[src/rtl/reg_bank_reader.sv]
// -----------------------------------------------------------------------------
// reg_bank_reader
//
// Snapshots a bank of DEPTH registers (presented as one flat bus) on a start
// request and streams the snapshot out one word at a time over a valid/ready
// handshake, so a single-word consumer can drain it at its own pace.
//
// Optional feature (compile-time macro REG_READER_PARITY_EN):
//   adds o_parity, the even-parity bit (XOR) of o_output_data, registered
//   together with each word. When the macro is undefined the port is absent.
//
// Parameters:
//   N      width of each register word
//   DEPTH  number of registers in the bank (2..16)
//   IDX_W  width of o_index, 2**IDX_W >= DEPTH
//
// Ports:
//   i_clk          system clock, all state updates on the rising edge
//   i_reset        synchronous active-high reset, overrides everything
//   i_start        read-out request (honoured only in IDLE with i_enable=1)
//   i_enable       block enable; low pauses the block
//   i_reg_bank     flat bank, word k = i_reg_bank[k*N +: N]
//   i_ready        downstream accepts the current word
//   o_output_data  current snapshot word (qualify with o_valid)
//   o_valid        o_output_data holds a word ready for transfer
//   o_index        index of the word on o_output_data
//   o_busy         read-out in progress
//   o_done         one-cycle pulse after the last word is accepted
//   o_parity       (REG_READER_PARITY_EN only) XOR of o_output_data
// -----------------------------------------------------------------------------
module reg_bank_reader #(
  parameter int N     = 4,
  parameter int DEPTH = 4,
  parameter int IDX_W = 2
) (
  input  logic               i_clk,
  input  logic               i_reset,
  input  logic               i_start,
  input  logic               i_enable,
  input  logic [N*DEPTH-1:0] i_reg_bank,
  input  logic               i_ready,
  output logic [N-1:0]       o_output_data,
  output logic               o_valid,
  output logic [IDX_W-1:0]   o_index,
  output logic               o_busy,
  output logic               o_done
`ifdef REG_READER_PARITY_EN
  ,
  output logic               o_parity
`endif
);

  typedef enum logic [1:0] {
    ST_IDLE = 2'd0,
    ST_SEND = 2'd1,
    ST_DONE = 2'd2
  } state_t;

  state_t           r_state;
  state_t           w_next_state;

  logic [N-1:0]     r_snap [0:DEPTH-1];
  logic [IDX_W-1:0] r_index;
  logic [N-1:0]     r_data;

  logic             w_capture;
  logic             w_valid;
  logic             w_xfer;
  logic             w_last;
  logic [IDX_W-1:0] w_next_idx;

  assign w_capture  = (r_state == ST_IDLE) && i_start && i_enable;
  assign w_valid    = (r_state == ST_SEND) && i_enable;
  assign w_xfer     = w_valid && i_ready;
  assign w_last     = (r_index == IDX_W'(DEPTH - 1));
  // Only used when not on the last word, so it never exceeds DEPTH-1.
  assign w_next_idx = r_index + IDX_W'(1);

  // State register.
  // NOTE: sequential state uses non-blocking (<=) so every flop samples the
  // pre-edge values; blocking here would create order-dependent races.
  always_ff @(posedge i_clk) begin
    if (i_reset) r_state <= ST_IDLE;
    else         r_state <= w_next_state;
  end

  // Next-state logic. DONE always lasts exactly one cycle.
  // NOTE: defaulting w_next_state first keeps this block latch-free even if a
  // branch forgets to assign it.
  always_comb begin
    w_next_state = r_state;
    unique case (r_state)
      ST_IDLE: if (w_capture)         w_next_state = ST_SEND;
      ST_SEND: if (w_xfer && w_last)  w_next_state = ST_DONE;
      ST_DONE:                        w_next_state = ST_IDLE;
      default:                        w_next_state = ST_IDLE;
    endcase
  end

  // Output decode from registered state (valid also gated by enable).
  always_comb begin
    o_valid = w_valid;
    o_busy  = (r_state == ST_SEND);
    o_done  = (r_state == ST_DONE);
  end

  // Datapath: snapshot, word index and presented word. r_data holds the last
  // emitted word outside SEND, and the next word is preloaded on a transfer
  // so it appears the cycle after acceptance.
  // NOTE: the snapshot array is reset on purpose: reset must leave no stale
  // register contents visible. Memories normally would not be reset.
  always_ff @(posedge i_clk) begin
    if (i_reset) begin
      for (int k = 0; k < DEPTH; k++) r_snap[k] <= '0;
      r_index <= '0;
      r_data  <= '0;
    end else if (w_capture) begin
      for (int k = 0; k < DEPTH; k++) r_snap[k] <= i_reg_bank[k*N +: N];
      r_index <= '0;
      r_data  <= i_reg_bank[0 +: N];
    end else if (w_xfer) begin
      if (w_last) begin
        r_index <= '0;
      end else begin
        r_index <= w_next_idx;
        r_data  <= r_snap[w_next_idx];
      end
    end
  end

  assign o_output_data = r_data;
  assign o_index       = r_index;

`ifdef REG_READER_PARITY_EN
  logic r_parity;

  // Parity tracks r_data exactly, loaded on the same events.
  always_ff @(posedge i_clk) begin
    if (i_reset)                  r_parity <= 1'b0;
    else if (w_capture)           r_parity <= ^i_reg_bank[0 +: N];
    else if (w_xfer && !w_last)   r_parity <= ^r_snap[w_next_idx];
  end

  assign o_parity = r_parity;
`endif

endmodule

[config.mk]
export PLATFORM = sky130hd
export DESIGN_NAME = reg_bank_reader
export DESIGN_NICKNAME = d
export VERILOG_FILES = /design/src/rtl/reg_bank_reader.sv
export SDC_FILE = /design/constraint.sdc
export NUM_CORES = 1
export LEC_CHECK = 0
export ABC_AREA = 1
export BUFFER_PORTS_ARGS = -buffer_cell sky130_fd_sc_hd__buf_2
export CAP_MARGIN = 40
export CORE_MARGIN = 8
export CORE_UTILIZATION = 25
export DETAILED_ROUTE_END_ITERATION = 7
export PLACE_DENSITY = 0.55
export SKIP_CTS_REPAIR_TIMING = 1
export SYNTH_ARGS = -nofsm -noshare
export SYNTH_HDL_FRONTEND = slang
export SYNTH_SLANG_ARGS = --single-unit
[constraint.sdc]
create_clock -name i_clk -period 3.7 [get_ports i_clk]
set_input_delay 0.185 -clock i_clk [delete_from_list [all_inputs] [get_ports i_clk]]
set_output_delay 0.185 -clock i_clk [all_outputs]
set_load 0.05 [all_outputs]
### Word-level counts from Yosys, hierarchy flattened

Memory sizes are Yosys's and may differ from the RTL's.
Cells that the tools add are included.

| word-level totals | value |
|---|---|
| memories kept | 1 |
| register bits | 8 |
| memory bits (writable) | 16 |
| output and inout port bits | 9 |
| logic and storage cells | 41 |
| bits of input ports | 21 |

Memories:

| memory | words | width | read ports | clocked after Yosys merged registers in | wr ports | RTL line | RTL |
|---|---|---|---|---|---|---|---|
| r_snap | 4 | 4 | 1 | 0 | 4 | 62 | `logic [N-1:0] r_snap [0:DEPTH-1];` |

| cells by class | value |
|---|---|
| reduce and logical (&&, ||, !) cells | 10 |
| equal/unequal tests | 6 |
| add/sub/neg operators | 1 |
| bitwise gates (word level) | 4 |
| mux-type cells | 16 |

Operators by type and width:

| kind | count |
|---|---|
| 4-bit 2-to-1 mux | 7 |
| 2-bit 2-to-1 mux | 3 |
| 1-bit logical AND | 5 |
| 1-bit 2-to-1 mux | 5 |
| 2-bit == test, second input constant | 2 |
| 2-bit != test, second input constant | 2 |
| 1-bit bitwise OR | 4 |
| 2-bit case mux with 2 select lines | 1 |
| 2-bit AND reduction | 2 |
| 2-bit by 1-bit adder with 2-bit output, second input constant | 1 |
| 2-bit by 1-bit == test with 1-bit output, second input constant | 1 |
| 2-bit zero test | 1 |
| 2-bit by 1-bit != test with 1-bit output, second input constant | 1 |
| 2-bit nonzero test | 1 |
| 2-bit OR reduction | 1 |

### Depth between registers and ports, before layout

Gate-level depths: netlist (run 1).

| logic depth | value |
|---|---|
| word-level depth | 7 |
| gate-level depth with buffers | 8 |
| depth with buffers taken out | 7 |

### Worst setup path after synthesis (run 1)

Ideal clock, no wire load.

| path | value |
|---|---|
| kind | register -> register |
| from | reg r_state[0] |
| to | reg r_index[0] (netlist: o_index[0]) |
| arrival | 1.494 ns |
| cell stages (with the launch flop) | 5 |
| setup time | 0.080 ns |
| slack | 2.126 ns |
| clock period less this slack | 1.574 ns |
| cell sequence | dfxtp_1 -> nand2_1 -> nor2_1 -> nand4_1 -> a21oi_1 |

| between the ends | value |
|---|---|
| elaborated cells on any way between the ends | 7 |
| classes of those cells | 1 x eq/ne; 6 x reduce/logical |

RTL lines:

| element | RTL line | RTL |
|---|---|---|
| start, declared | 59 | `state_t r_state;` |
| start signal, assigned | 84 | `else r_state <= w_next_state;` |
| 2-bit by 1-bit == test with 1-bit output | 73 | `assign w_valid = (r_state == ST_SEND) && i_enable;` |
| 1-bit logical AND | 73 |  |
| named net o_valid | 43 | `output logic o_valid,` |
| 1-bit logical AND | 74 | `assign w_xfer = w_valid && i_ready;` |
| end signal, assigned | 125 | `r_index <= w_next_idx;` |
| end, declared | 63 | `logic [IDX_W-1:0] r_index;` |

The timed path passes the listed nets, and every way through them passes these cells.
A chain may end at the register's enable or synchronous reset.

==> summary.md, run 1 <==
| Metric | Value |
|---|---|
| First-pass GRT wire length | 4.195 mm |
| Syn Area/Cell | just over 8 um2 |
| Number of global-route vias before repair | approximately 900 |
| Buffer and inverter count on the worst path | 0 |
| Final Skew | ~0.004 ns |
| Synth-to-layout area growth | 20.74% |
| DP Cell Count | 225 |
| Mean number of vias per cell | just over 4 |
| Unrepaired setup endpoints after global routing | no |
| N_diodes | 0 |
| GPL Wtd Cong | between 0.8 and 0.9 |
| DP HPWL | 1.977 mm |
| IO Port Bufs | 29 |
| Worst EP required | between 3 and 4 ns |
| Max cap viols | 0 |
| Pin count of the biggest net entering global routing | 19 |
| Io pins | 30 |
| Pre-antenna DRT Iters | 4 |
| # setup viols final | 0 |
| Share of post-route cells with drive strength above 1 | between 20% and 30% |
| Final #Nets | between 150 and 200 |
| Worst-Margin Slew | about 0.71 ns |
| Root buf cell | clkbuf_8 |
| DRC | 0 |
| Design Power | roughly 550 uW |
| Unique masters post-synth | 20 |
| CP startpoint kind | register |
| Clock transition at path regs | 0.08 ns |
| CP Max Fanout | 18 |
| Synth warn | 0 |
| Period minus WS final | ~1.6 ns |
| Die H | between 80 and 90 um |
| Final period utilization | 43.43% |
| Critical path's largest stage delay | roughly 0.56 ns |
| Worst skew pair latency | about 0.26 ns |
| Area post-placement | about 1400 um2 |
| Worst-case clock buffer depth | 2 |
| Initial DRC Count | 100 |
| Flop and latch count out of synthesis | 24 |
| Post-Syn Area | between 1000 and 1500 um2 |
| Die width | 84.77 um |
| DIE AREA | 7186 um2 |
| Core footprint | approximately 4600 um2 |
| Critical path data arrival time | ~1.5 ns |
| Yosys top cell by area | edfxtp_1 |
| Crit path max-delay family | simple AND/OR/NAND/NOR gates |
| Worst IR Drop VDD | between 0.1 and 0.15 mV |
| Sequential area share after synthesis | around 54% |
| CTS Sinks | 24 |
| Ranking of synthesized cells by area | edfxtp_1 (41%), dfxtp_1 (14%), nand2_1 (10%), nor2_1 (9.2%), inv_1 (7.6%) |
| GRT Overall Usage | under 10% |
| CTS HTree Levels | 1 |
| F_max | between 600 and 700 MHz |
| Cts bufs inserted | 3 |
| Synthesized instance count | around 140 |
| Setup crit end kind | register |
| Detailed-route via count | about 940 |
| Crit Path Class | register to register |
| Final slew viol count | 0 |
| Antenna viol nets, final | 0 |
| Final instance area | between 1000 and 1500 um2 |
| Slew margin rel. | a little over half |
| Syn_nets | about 170 |
| Fin Setup TNS | 0 ns |
| # rows | 25 |
| Overflow after GRT | 0 |
| CP max-delay cell | nand2_1 |
| Routed wire per std cell | around 11 um |
| Initial antenna violation count | 0 |
| Starting density of the core | between 20% and 30% |
| Hold Crit Class | primary input to register |
| Finished Layout Cells | between 200 and 250 |
| Total wire length | 2.512 mm |
| CTS tree | done |
| Status | complete, no violations |
| Hold Vio Cnt, Final | 0 |
| Pwr/cell area | between 300 and 400 nW/um2 |
| Synth top area share | between 40% and 50% |
| LEAKAGE | just over 0.7 nW |
| Critical path, cell by cell | nor2_4 > nand3_4 > nand2_1 |
-- worst register-to-register path, cell delays in order, from the launching register on --
cell     delay (ns)
dfxtp_1        0.37
nor2_4         0.16
nand3_4        0.15
nand2_1        0.56
-- cell usage after synthesis (all sizes together) --
master  count
nand2      37
nor2       30
inv        25
edfxtp     16
nand3      11
dfxtp       8
a21oi       6
nand4       5
buf         2
clkinv      1
ha          1
nor3        1
o21ai       1
-- kinds of logic (layout without fill, tap and decap cells) --
logic type / count (synthesis) / count (layout) / synth area share [%]
DFF: 24 / 24 / 54.18
buffers and inverters: 28 / 59 / 9.312
and+or+nand+nor: 84 / 84 / 32.49
AOI/OAI and AO/OA: 7 / 7 / 2.963
adders and majority gates: 1 / 1 / 1.058
-- through the flow --
step	hold WS (ns)	setup WS, ns	utilization [%]
final	0.1360	2.093	30.84
after floorplan	0.2541	2.126	-
after detailed placement	0.4200	2.061	29.86
after global placement	0.4113	2.075	29.86
after CTS	0.1297	2.041	30.84
after global routing	0.1454	1.935	30.84
-- per-layer routing --
metal	up-vias	wire, um	track usage, %
met5	-	0	0
met4	0	34	4.369
met3	2	123	2.049
li1	513	-	-
met1	404	1279	9.578
met2	19	1075	10.45
-- power breakdown --
group          switching [mW]  internal [mW]  total, mW
Combinational          0.0567         0.0262     0.0829
Sequential            0.00776          0.303      0.311
Clock                  0.0791         0.0741      0.153
-- cells in the final DEF (no fill, tap or decap) --
cell,instances
nand2_1,33
nor2_1,29
buf_2,29
inv_1,24
edfxtp_1,16
nand3_1,10
dfxtp_1,8
a21oi_1,6
nand4_1,4
nand2_2,3
clkbuf_8,3
clkinv_1,2
nor2_4,1
nand3_4,1
nand4_2,1
nand2_4,1
inv_2,1
o21ai_0,1
nor3_1,1
ha_1,1
-- worst paths after layout --
check | slack (ns) | cells past startpoint | to | start
hold / removal | 0.14 | 2 | r_state[0]$_SDFFE_PP0P_ | i_reset
setup reg to reg | 2.09 | 3 | r_snap[3][3]$_SDFFCE_PN0P_ | r_state[0]$_SDFFE_PP0P_
setup / recovery | 2.09 | 3 | r_snap[3][3]$_SDFFCE_PN0P_ | r_state[0]$_SDFFE_PP0P_
hold reg to reg | 0.50 | 2 | o_index[1]$_SDFFE_PP0P_ | o_index[1]$_SDFFE_PP0P_
-- registers in the layout, indices dropped and copies added (netlist names) --
signal,flops
r_snap,16
o_output_data,4
o_index,2
r_state,2
-- final cells by class --
class	count	area (um2)
timing repair buffer	29	145.1
inverter	26	97.59
multi-input combinational	92	431.7
fill	523	3202
clock buffer	3	41.29
sequential	24	640.6
clock inverter	1	3.754
tap	54	67.56
No activity file was read; power rests on OpenSTA's default activity.
==> run 2: changes to the inputs <==
==> constraint.sdc (replaced) <==
create_clock -name i_clk -period 1.5 [get_ports i_clk]
set_input_delay 0.075 -clock i_clk [delete_from_list [all_inputs] [get_ports i_clk]]
set_output_delay 0.075 -clock i_clk [all_outputs]
set_load 0.05 [all_outputs]
==> run 2 against run 1 <==
Clock-buffer cell count did not move. Final cell count up 1.7%. Sequential cell count unchanged. Clock power rose to 3.8 times the previous value. Critical endpoint is now o_valid. Largest cell class unchanged. Highest routed layer unchanged.
==> summary.md, run 2 (synthesized netlist as in run 1, its figures left out) <==
| Metric | Value |
|---|---|
| Status | complete, no violations |
| Worst Hold Depth | 2 |
| Final Skew | roughly 0.0065 ns |
| Worst-case clock buffer depth | 2 |
| Core footprint | around 4600 um2 |
| Overflow after GRT | 0 |
| Crit Path Class | register to output pin |
| CP startpoint kind | register |
| Largest Register | r_snap |
| Pwr/cell area | between 1000 and 1500 nW/um2 |
| DRC | 0 |
| Initial antenna violation count | 0 |
| CTS tree | done |
| Critical path, cell by cell | nand2_1 > nor2_2 > buf_2 |
| F_max | 740.2 MHz |
| Final #Nets | approximately 200 |
| Starting density of the core | 25.54% |
| CP Max Fanout | 4 |
| Switching Power | 388.3 uW |
| Area post-placement | about 1400 um2 |
| Worst skew pair latency | 0.28 ns |
| Mean number of vias per cell | ~4.3 |
| Final period utilization | 90.06% |
| Int Power | approximately 1.2 mW |
| Cts bufs inserted | 3 |
| Worst EP required | approximately 1.4 ns |
| Hold Crit Class | primary input to register |
| Synth-to-layout area growth | 27.41% |
| Share of power burned in registers | 48.8% |
| CTS Sinks | 24 |
| Die width | about 85 um |
| Slew margin rel. | around 82% |
| Most frequent cells in the layout | nand2_1 (33), buf_2 (29), nor2_1 (28) |
| Worst-Margin Slew | roughly 0.28 ns |
| Period minus WS final | 1.351 ns |
| Unrepaired setup endpoints after global routing | no |
| Die H | 84.77 um |
| Worst Reg-to-Reg Cells | 4 |
| Detailed-route via count | between 900 and 1000 |
| Crit path depth | 3 |
| Worst setup path start | r_state[0]$_SDFFE_PP0P_ |
| Crit path max-delay family | flip-flops |
| Io pins | 30 |
| Combinational Power Share | approximately 14% |
| Number of global-route vias before repair | about 1000 |
| Clock network fraction of total power | between 30% and 40% |
| # rows | 25 |
| N_diodes | 0 |
| Routed wire per std cell | about 12 um |
| Hold Vio Cnt, Final | 0 |
| CTS HTree Levels | 1 |
| # setup viols final | 0 |
| LEAKAGE | between 0.7 and 0.8 nW |
| Pin count of the biggest net entering global routing | 15 |
| Reg2reg start | r_state[0]$_SDFFE_PP0P_ |
| Pre-antenna DRT Iters | 4 |
| CP endpoint | o_valid |
| Critical path data arrival time | approximately 1.3 ns |
| First-pass GRT wire length | around 4.7 mm |
| Worst IR Drop VDD | approximately 0.42 mV |
| Buffer and inverter count on the worst path | 1 |
| IO Port Bufs | 29 |
| Final instance area | approximately 1500 um2 |
| Reg-to-reg setup timing slack | around 0.2 ns |
| Share of post-route cells with drive strength above 1 | ~27% |
| Total wire length | about 2.7 mm |
| Final slew viol count | 0 |
| Most common cell after layout, fill and taps aside | nand2_1 |
| GPL Wtd Cong | 0.7883 |
| Initial DRC Count | 50 |
| GRT Overall Usage | under 10% |
| Antenna viol nets, final | 0 |
| Clock transition at path regs | roughly 0.090 ns |
| Max cap viols | 0 |
| Fin Setup TNS | 0 ns |
| Setup crit end kind | output pin |
| CP max-delay cell | dfxtp_1 |
| Number of flip-flops in the largest register | 16 |
| R2R Path End | r_snap[1][1]$_SDFFCE_PN0P_ |
| DP HPWL | about 2.1 mm |
| DIE AREA | between 7000 and 8000 um2 |
| Critical path's largest stage delay | roughly 0.45 ns |
| Switch share | between 20 and 25% |
| Root buf cell | clkbuf_8 |
==> run 2: worst min-delay path by stage <==
stage	from	to	slack, ns
final	i_reset	r_state[0]$_SDFFE_PP0P_	0.02
after global placement	i_reset	r_state[0]$_SDFFE_PP0P_	0.31
after detailed placement	i_reset	r_state[0]$_SDFFE_PP0P_	0.31
after global routing	i_reset	r_state[0]$_SDFFE_PP0P_	0.02
after CTS	i_reset	r_state[0]$_SDFFE_PP0P_	0.01
after floorplan	i_reset	r_state[0]$_SDFFE_PP0P_	0.14
==> run 2: routing by layer <==
metal  vias to the layer above  global-route usage [%]  share of wire [%]  routed length (um)
met1                       422                   10.34                 49                1341
li1                        525                       -                  -                   -
met3                        13                   2.341                5.3                 144
met5                         -                       0                  0                   0
met2                        33                   12.24                 43                1162
met4                         0                   4.369                2.7                  74
==> run 2: layout make-up <==
class                      instances  area [um2]
tap                               54       67.56
timing repair buffer              33       187.7
multi-input combinational         92       436.7
clock inverter                     1       30.03
fill                             520        3123
inverter                          26       97.59
sequential                        24       645.6
clock buffer                       3       41.29
==> run 2: through the flow <==
stage	power [mW]	utilization [%]	hold WS (ns)	std cells	setup WS [ns]
floorplan	0.9201	-	0.1441	144	0.1032
global placement	1.004	30.57	0.3130	227	0.1589
detailed placement	1.004	30.57	0.3113	227	0.1257
CTS	1.582	32.11	0.01158	231	0.1047
global route	1.636	32.54	0.01957	233	0.02322
finish	1.568	32.54	0.01754	233	0.1491
==> run 2: power by group through the flow <==
stage | Sequential [mW] | Combinational, mW | Clock, mW
2_1_floorplan | 0.810 | 0.110 | 0
3_3_place_gp | 0.784 | 0.220 | 0
3_5_place_dp | 0.783 | 0.221 | 0
4_1_cts | 0.768 | 0.223 | 0.591
5_1_grt | 0.768 | 0.251 | 0.617
6_report | 0.765 | 0.223 | 0.580
==> run 2: worst register-to-register path: stages (launching register included) <==
cell and delay [ns]:
dfxtp_1 0.38, nor2_4 0.16, nand3_4 0.15, nand2_1 0.16
buf_12 0.16
==> run 3: changes to the inputs <==
--- a/config.mk
+++ b/config.mk
@@ -12,6 +12,7 @@
 export CORE_UTILIZATION = 25
 export DETAILED_ROUTE_END_ITERATION = 7
 export PLACE_DENSITY = 0.55
+export SETUP_SLACK_MARGIN = 0.15
 export SKIP_CTS_REPAIR_TIMING = 1
 export SYNTH_ARGS = -nofsm -noshare
 export SYNTH_HDL_FRONTEND = slang
==> run 3 against run 2 <==
Routed wire length shrank 4.4%. Critical path type is now register to register. Sequential cell count is the same. Final cell count is the same. Clock-buffer cell count grew 1.
==> summary.md, run 3 (synthesized netlist as in run 1, its figures left out) <==
| Metric | Value |
|---|---|
| Max cap viols | 0 |
| # rows | 25 |
| Total wire length | 2.603 mm |
| Most common cell after layout, fill and taps aside | nand2_1 |
| First-pass GRT wire length | around 4.5 mm |
| Setup crit end kind | register |
| Final #Nets | ~200 |
| Fill cells | 502 |
| Io pins | 30 |
| Slew margin rel. | 80.37% |
| Number of global-route vias before repair | about 1000 |
| Starting density of the core | between 20% and 30% |
| Number of flip-flops in the largest register | 16 |
| Worst EP required | between 1 and 1.5 ns |
| CTS tree | done |
| Pre-antenna DRT Iters | 4 |
| Final slew viol count | 0 |
| CTS HTree Levels | 1 |
| Pin count of the biggest net entering global routing | 15 |
| Root buf cell | clkbuf_8 |
| Worst-case clock buffer depth | 2 |
| Final core occ | about a third |
| DRC | 0 |
| # setup viols final | 0 |
| Design Power | about 1.4 mW |
| Final Skew | ~0.0055 ns |
| Clock transition at path regs | about 0.080 ns |
| Final instance area | ~1500 um2 |
| Largest Register | r_snap |
| Detailed-route via count | just under 1000 |
| Cts bufs inserted | 3 |
| Pwr/cell area | around 930 nW/um2 |
| Initial antenna violation count | 0 |
| Mean number of vias per cell | ~4.1 |
| DP Cell Count | between 200 and 250 |
| Clock network fraction of total power | 30.4% |
| CP Max Fanout | 14 |
| Most frequent cells in the layout | nand2_1 (32), nor2_1 (28), buf_2 (28) |
| Worst-Margin Slew | 0.2941 ns |
| Worst Reg-to-Reg Cells | 4 |
| Overflow after GRT | 0 |
| Fin Setup TNS | 0 ns |
| Status | complete, no violations |
| Core footprint | ~4600 um2 |
| Share of post-route cells with drive strength above 1 | between 20% and 30% |
| Routed wire per std cell | about 11 um |
| DIE AREA | 7186 um2 |
| Combinational Power Share | between 10% and 20% |
| Finished Layout Cells | approximately 230 |
| Die H | 84.77 um |
| Area post-placement | approximately 1400 um2 |
| Int Power | ~1.1 mW |
| Hold_ws | around 0.022 ns |
| Dpl ws | between 0.1 and 0.15 ns |
| Share of power burned in registers | between 50% and 60% |
| Switch share | about a quarter |
| Final period utilization | a little over four fifths |
| Critical path data arrival time | 1.24 ns |
| Switching Power | between 300 and 400 uW |
| Die width | about 85 um |
| Period minus WS final | approximately 1.3 ns |
| F_max | 796.3 MHz |
| DP HPWL | slightly above 2 mm |
| IO Port Bufs | 29 |
| Worst Hold Depth | 2 |
| GRT Overall Usage | under 10% |
| Unrepaired setup endpoints after global routing | no |
| Synth-to-layout area growth | 28.78% |
| LEAKAGE | between 0.7 and 0.8 nW |
| Crit Path Class | register to register |
| GPL Wtd Cong | between 0.8 and 0.9 |
| Initial DRC Count | just under 60 |
| Hold Crit Class | primary input to register |
| Hold Vio Cnt, Final | 0 |
| Worst skew pair latency | ~0.26 ns |
| Setup ws final | ~0.24 ns |
| CP startpoint kind | register |
| Worst IR Drop VDD | around 0.27 mV |
| CTS Sinks | 24 |
| Antenna viol nets, final | 0 |
| N_diodes | 0 |
## run 3: routing by layer
metal | part of all wire, % | track usage (%) | wire [um]
met5 | 0 | 0 | 0
met4 | 1.5 | 4.369 | 38
met3 | 5.4 | 2.049 | 141
met2 | 46 | 12.31 | 1188
met1 | 47 | 9.236 | 1235
## run 3: area by class of cell
cell class,count,area [um2],share of cell area (%)
inverters,26,97.59,6.409
well taps,54,67.56,4.437
multi-input cells,92,459.2,30.16
clock buffers,4,55.05,3.615
repair buffers,33,193.9,12.74
flip-flops and latches,24,649.4,42.65
## run 3: path summary, 6_finish.rpt
path                                 startpoint                            end  slack [ns]
setup / recovery        r_state[0]$_SDFFE_PP0P_     r_snap[1][1]$_SDFFCE_PN0P_        0.24
hold / removal                          i_reset        r_state[0]$_SDFFE_PP0P_        0.02
setup reg to reg        r_state[0]$_SDFFE_PP0P_     r_snap[1][1]$_SDFFCE_PN0P_        0.24
hold reg to reg   o_output_data[3]$_SDFFE_PP0P_  o_output_data[3]$_SDFFE_PP0P_        0.51
## run 3: worst max-delay path, stage by stage (launching register included)
cell and delay [ns]:
dfxtp_2 0.36, nor2_4 0.14, nand3_4 0.16, nand2_4 0.15, buf_12 0.15
## run 3: power by group through the flow
stage	Combinational, mW	Clock, mW	Sequential (mW)
floorplan	0.111	0	0.807
global placement	0.219	0	0.780
detailed placement	0.218	0	0.779
CTS	0.220	0.455	0.764
global route	0.254	0.471	0.767
finish	0.226	0.432	0.763
